[config.mk]
export PLATFORM = sky130hd
export DESIGN_NAME = pose_replay_sequencer
export DESIGN_NICKNAME = d
export VERILOG_FILES = /design/src/rtl/pose_replay_sequencer.sv
export SDC_FILE = /design/constraint.sdc
export NUM_CORES = 1
export LEC_CHECK = 0
export CORE_MARGIN = 2
export CORE_UTILIZATION = 50
export CTS_BUF_LIST = sky130_fd_sc_hd__clkbuf_4
export CTS_CLUSTER_DIAMETER = 120
export CTS_CLUSTER_SIZE = 16
export DETAILED_ROUTE_END_ITERATION = 16
export HOLD_SLACK_MARGIN = 0.03
export PLACE_DENSITY = 0.74
export SETUP_SLACK_MARGIN = 0.15
export SKIP_LAST_GASP = 1
export SLEW_MARGIN = 0
export SYNTH_ARGS = -nofsm -noshare
export SYNTH_HDL_FRONTEND = slang
export SYNTH_SLANG_ARGS = --single-unit
[constraint.sdc]
create_clock -name i_clk -period 7.5 [get_ports i_clk]
set_input_delay 1.875 -clock i_clk [delete_from_list [all_inputs] [get_ports i_clk]]
set_output_delay 1.875 -clock i_clk [all_outputs]
set_load 0.02 [all_outputs]
[src/rtl/pose_replay_sequencer.sv]
// rtl/pose_replay_sequencer.sv - records live servo poses and replays them with slew-limited moves and timed holds
module pose_replay_sequencer #(
    parameter int DEPTH      = 16,
    parameter int W          = 13,
    parameter int HOLD_TICKS = 50
) (
    input  logic         i_clk,
    input  logic         i_rst_n,
    input  logic         i_tick,
    input  logic         i_record,
    input  logic         i_play,
    input  logic         i_clear,
    input  logic [W-1:0] i_live0,
    input  logic [W-1:0] i_live1,
    input  logic [W-1:0] i_live2,
    input  logic [W-1:0] i_live3,
    output logic [W-1:0] o_servo0,
    output logic [W-1:0] o_servo1,
    output logic [W-1:0] o_servo2,
    output logic [W-1:0] o_servo3,
    output logic         o_replaying,
    output logic [4:0]   o_tot_state,
    output logic [4:0]   o_cur_state,
    output logic         o_full
);

    localparam int         AW       = (DEPTH > 1) ? $clog2(DEPTH) : 1;
    localparam int         HW       = (HOLD_TICKS > 1) ? $clog2(HOLD_TICKS + 1) : 1;
    localparam logic [4:0] DEPTH5   = 5'(DEPTH);
    localparam logic [HW-1:0] HOLD_LAST = HW'(HOLD_TICKS - 1);
    localparam logic [W-1:0]  SERVO_RST = W'(150);

    typedef enum logic [1:0] {ST_IDLE, ST_MOVE, ST_HOLD} state_t;

    state_t          state_q, state_d;
    logic [W-1:0]    servo_q [4];
    logic [W-1:0]    servo_d [4];
    logic [W-1:0]    live    [4];
    logic [W-1:0]    tgt     [4];
    logic [W-1:0]    mem     [4][DEPTH];
    logic [4:0]      tot_q, tot_d, cur_q, cur_d;
    logic [HW-1:0]   hold_q, hold_d;
    logic            wr_en;
    logic            at_tgt;

    assign live[0] = i_live0;
    assign live[1] = i_live1;
    assign live[2] = i_live2;
    assign live[3] = i_live3;

    always_comb begin
        at_tgt = 1'b1;
        for (int n = 0; n < 4; n++) begin
            tgt[n] = mem[n][cur_q[AW-1:0]];
            if (servo_q[n] != tgt[n]) at_tgt = 1'b0;
        end
    end

    always_comb begin
        state_d = state_q;
        tot_d   = tot_q;
        cur_d   = cur_q;
        hold_d  = hold_q;
        wr_en   = 1'b0;
        for (int n = 0; n < 4; n++) servo_d[n] = servo_q[n];

        case (state_q)
            ST_IDLE: begin
                for (int n = 0; n < 4; n++) servo_d[n] = live[n];
                if (i_clear) begin
                    tot_d = 5'd0;
                end else if (i_record) begin
                    if (tot_q < DEPTH5) begin
                        wr_en = 1'b1;
                        tot_d = tot_q + 5'd1;
                    end
                end else if (i_play && tot_q != 5'd0) begin
                    state_d = ST_MOVE;
                    cur_d   = 5'd0;
                end
            end
            ST_MOVE: begin
                if (i_play) begin
                    state_d = ST_IDLE;
                    cur_d   = 5'd0;
                end else if (at_tgt) begin
                    state_d = ST_HOLD;
                    hold_d  = '0;
                end else if (i_tick) begin
                    // one LSB per tick; equal channels stay put so nothing overshoots
                    for (int n = 0; n < 4; n++) begin
                        if (servo_q[n] < tgt[n])      servo_d[n] = servo_q[n] + W'(1);
                        else if (servo_q[n] > tgt[n]) servo_d[n] = servo_q[n] - W'(1);
                    end
                end
            end
            ST_HOLD: begin
                if (i_play) begin
                    state_d = ST_IDLE;
                    cur_d   = 5'd0;
                end else if (i_tick) begin
                    if (hold_q == HOLD_LAST) begin
                        hold_d = '0;
                        if (cur_q == tot_q - 5'd1) begin
                            state_d = ST_IDLE;
                            cur_d   = 5'd0;
                        end else begin
                            state_d = ST_MOVE;
                            cur_d   = cur_q + 5'd1;
                        end
                    end else begin
                        hold_d = hold_q + HW'(1);
                    end
                end
            end
            default: state_d = ST_IDLE;
        endcase
    end

    always_ff @(posedge i_clk) begin
        if (!i_rst_n) begin
            state_q <= ST_IDLE;
            tot_q   <= 5'd0;
            cur_q   <= 5'd0;
            hold_q  <= '0;
            for (int n = 0; n < 4; n++) servo_q[n] <= SERVO_RST;
        end else begin
            state_q <= state_d;
            tot_q   <= tot_d;
            cur_q   <= cur_d;
            hold_q  <= hold_d;
            for (int n = 0; n < 4; n++) servo_q[n] <= servo_d[n];
        end
    end

    // slot storage needs no reset: a cleared count makes old entries unreachable
    always_ff @(posedge i_clk) begin
        if (wr_en) begin
            for (int n = 0; n < 4; n++) mem[n][tot_q[AW-1:0]] <= live[n];
        end
    end

    assign o_servo0    = servo_q[0];
    assign o_servo1    = servo_q[1];
    assign o_servo2    = servo_q[2];
    assign o_servo3    = servo_q[3];
    assign o_replaying = (state_q != ST_IDLE);
    assign o_tot_state = tot_q;
    assign o_cur_state = cur_q;
    assign o_full      = (tot_q == DEPTH5);

endmodule
==> metrics.md <==
| Metric | Value |
|---|---|
| Int Power | 6.571 mW |
| Die area | 0.07824 sq mm |
| CP Launch Type | flop |
| Final min period | 5.809 ns |
| Setup TNS Final | 0 ns |
| Leakage | 13.26 nW |
| Slew HR | 16.35% |
| CP arrival | 6.63 ns |
| Root buffer cell | clkbuf_4 |
| Distinct cell type count after synthesis | 68 |
| Top post-synthesis cells by area | edfxtp_1 66%, mux4_2 15%, dfxtp_1 3.7%, ha_1 3.5%, a21oi_1 1.1% |
| Switching part of the total | 22.57% |
| Post-CTS Hold Buffers | 0 |
| Most frequent cells in the layout | 832 x edfxtp_1, 260 x mux4_2, 120 x clkdlybuf4s50_1 |
| Req. time, crit path | 8.32 ns |
| Crit end category | flop |
| Finish-stage setup viols | 0 |
| RSZ-0062 raised after global routing | false |
| Largest net degree at the start of global routing | 73 |
| #FFs+latches synth | 902 |
| Synth Instances | 2073 |
| DIE WIDTH | 279.7 microns |
| Post-DP Area | 0.04073 sq mm |
| Setup bufs post-CTS | 0 |
| Post-DP HPWL | 51.51 mm |
| Vias in the first global route | 20570 |
| Final hold vios | 0 |
| Initial core utilization | 50.30% |
| Fraction of registers with async set or reset after synthesis | 0% |
| Yosys top cell area share | 65.73% |
| Via density | 6.319 |
| Clk_lat worst skew | 0.94 ns |
| Htree depth | 3 |
| Utilization after layout | 55.18% |
| Syn Area/Cell | 18.34 sq um |
| DR iter-0 viols | 2551 |
| Critical-path cell list | buf_12 -> buf_4 -> mux4_2 -> mux4_2 -> inv_1 -> ha_1 -> nand4_1 -> nor2_1 -> a21boi_0 -> or3_1 -> inv_1 -> fa_1 -> nor2b_1 -> o31a_1 -> o21ai_0 -> a211oi_1 -> o21a_1 -> nor3_1 -> o221a_2 |
| Yosys warnings | 0 |
| Via count | 20470 |
| Rows | 101 |
| Die Ht | 279.7 microns |
| Commonest non-fill, non-tap cell in the layout | edfxtp_1 |
| Tightest Pin Transition | 1.251 ns |
| # IOs | 122 |
| CTS Sinks | 902 |
| Nets | 2374 |
| Slowest library cell on the worst path | dfxtp_4 |
| # resized after CTS | 0 |
| Netlist Area Pre-Place | 0.03801 sq mm |
| Worst-path fanout max | 50 |
| Clock buffer count from CTS | 66 |
| Ys flop type | edfxtp_1 |
| # DRC | 0 |
| Worst-path clk slew | 0.17 ns |
| Final Cell Area | 0.04170 sq mm |
| Max Transition Viols Final | 0 |
| Clock skew | 0.1051 ns |
| CTS tree | yes |
| Clock Path Buffers | 3 |
| Post-synth EDFFs | 832 |
| ANT nets after route | 0 |
| Total of max-cap violations | 0 |
| Fill cells | 5623 |
| Sequential area share after synthesis | 69.41% |
| Layout cell share with drive strength beyond 1 | 20.32% |
| Port bufs | 121 |
| Detailed Route WL | 89.71 mm |
| Critical path class | reg2reg |
| Area Overhead vs Synth | 9.704% |
| Hold Crit Class | reg2reg |
| Run status | finished clean |
| CP max stage delay | 0.91 ns |
| First-pass GRT wire length | 132.2 mm |
| TritonRoute pass-1 iters | 5 |
| Peak supply drop | 0.1519 mV |
| Sequential share of power | 65.7% |
| Final global-route overflow total | 0 |
| Syn nets | 2240 |
| Upper clock frequency limit | 172.1 MHz |
| Pwr Density | 203.5 mW/mm^2 |
| Initial antenna violation count | 8 |
| Final Cycle Share | 77.46% |
| Yosys top cell by area | edfxtp_1 |
| Switching pwr | 1.916 mW |
| Share of power burned in the clock network | 26.8% |
| Routability Congestion | 0.7966 |
| Core Footprint | 0.07557 sq mm |
| Logic gate share of total power | 7.5% |
| Overall Global Routing Usage | 23.04% |
| WL/cell | 27.70 microns |
[flip-flops by register name, indices dropped and copies added (netlist names)]
signal	count
mem	832
servo_q	52
hold_q	6
o_cur_state	5
o_tot_state	5
state_q	2
[metal layers]
layer,global-route usage (%),wire length (microns)
met1,32.11,36090
met2,37.25,43800
met3,4.629,7699
met4,6.582,2075
met5,0,47
[worst max-delay path, delay by kind of cell (launching register included)]
family | cells | cell delay [ns]
AOI/OAI and AO/OA | 6 | 1.51
muxes | 2 | 0.79
buffers and inverters | 4 | 0.84
DFF | 1 | 0.91
adders and majority gates | 2 | 0.56
and+or+nand+nor | 5 | 1.10
[worst paths after layout]
check	from	end	slack [ns]	cells past startpoint
worst min register to register	hold_q[1]	hold_q[1]	0.50	2
worst max register to register	o_cur_state[1]	servo_q[3][10]	1.69	19
worst max-delay path	o_cur_state[1]	servo_q[3][10]	1.69	19
worst min-delay path	hold_q[1]	hold_q[1]	0.50	2
[cells in the mapped netlist (all sizes together) (4+ instances only)]
cell type  count
nand2        105
mux2i          9
o31ai          5
a21o          12
clkbuf        53
ha           105
fa             4
a2111oi        4
inv           77
nor3          19
and3          10
o211ai        11
mux4         260
a221oi         7
dfxtp         70
nor2          80
o41ai          4
a21oi         83
nor4           4
nand2b         4
xnor2         16
a31oi         15
o21bai         7
o21ai         70
a311oi        13
nand4         15
o21a          14
o31a           6
or3b           4
a211oi        23
nand3         23
nor2b         12
or3            8
xor2          20
edfxtp       832
buf           39
[layout make-up]
type	count	area [sq um]	share of cell area [%]
Multi-Input combinational cell	1002	11080	26.58
Timing Repair Buffer	158	1734	4.159
Inverter	77	289.0	0.6931
Tap cell	978	1224	2.934
Sequential cell	902	26400	63.31
Clock inverter	6	108.9	0.2610
Antenna cell	2	5.005	0.01200
Clock buffer	114	855.8	2.052
[metrics by stage]
stage	hold WS, ns	std cells	setup slack (ns)	total power, mW
2_1_floorplan	0.4573	2073	0.7197	6.052
3_3_place_gp	0.4687	3117	1.932	6.288
3_5_place_dp	0.4781	3117	1.785	6.318
4_1_cts	0.4988	3237	1.730	8.533
5_1_grt	0.5305	3239	1.351	8.761
6_report	0.5022	3239	1.691	8.487
[logic make-up after synthesis]
kind of cell,count (synthesis),synth area share [%]
AO/OA/AOI/OAI,291,4.987
XOR/XNOR,36,0.8295
adder cells (fa/ha/maj),109,3.667
buffers and inverters,169,1.794
flip-flops,902,69.41
multiplexers,270,15.67
AND/OR/NAND/NOR,296,3.637
[power groups by stage]
stage | combinational (mW) | clock [mW] | sequential, mW
floorplan | 0.359 | 0 | 5.69
global placement | 0.603 | 0 | 5.69
detailed placement | 0.630 | 0 | 5.69
CTS | 0.634 | 2.32 | 5.58
global route | 0.703 | 2.48 | 5.58
finish | 0.640 | 2.27 | 5.58
Power figures use the tool's default switching activity.
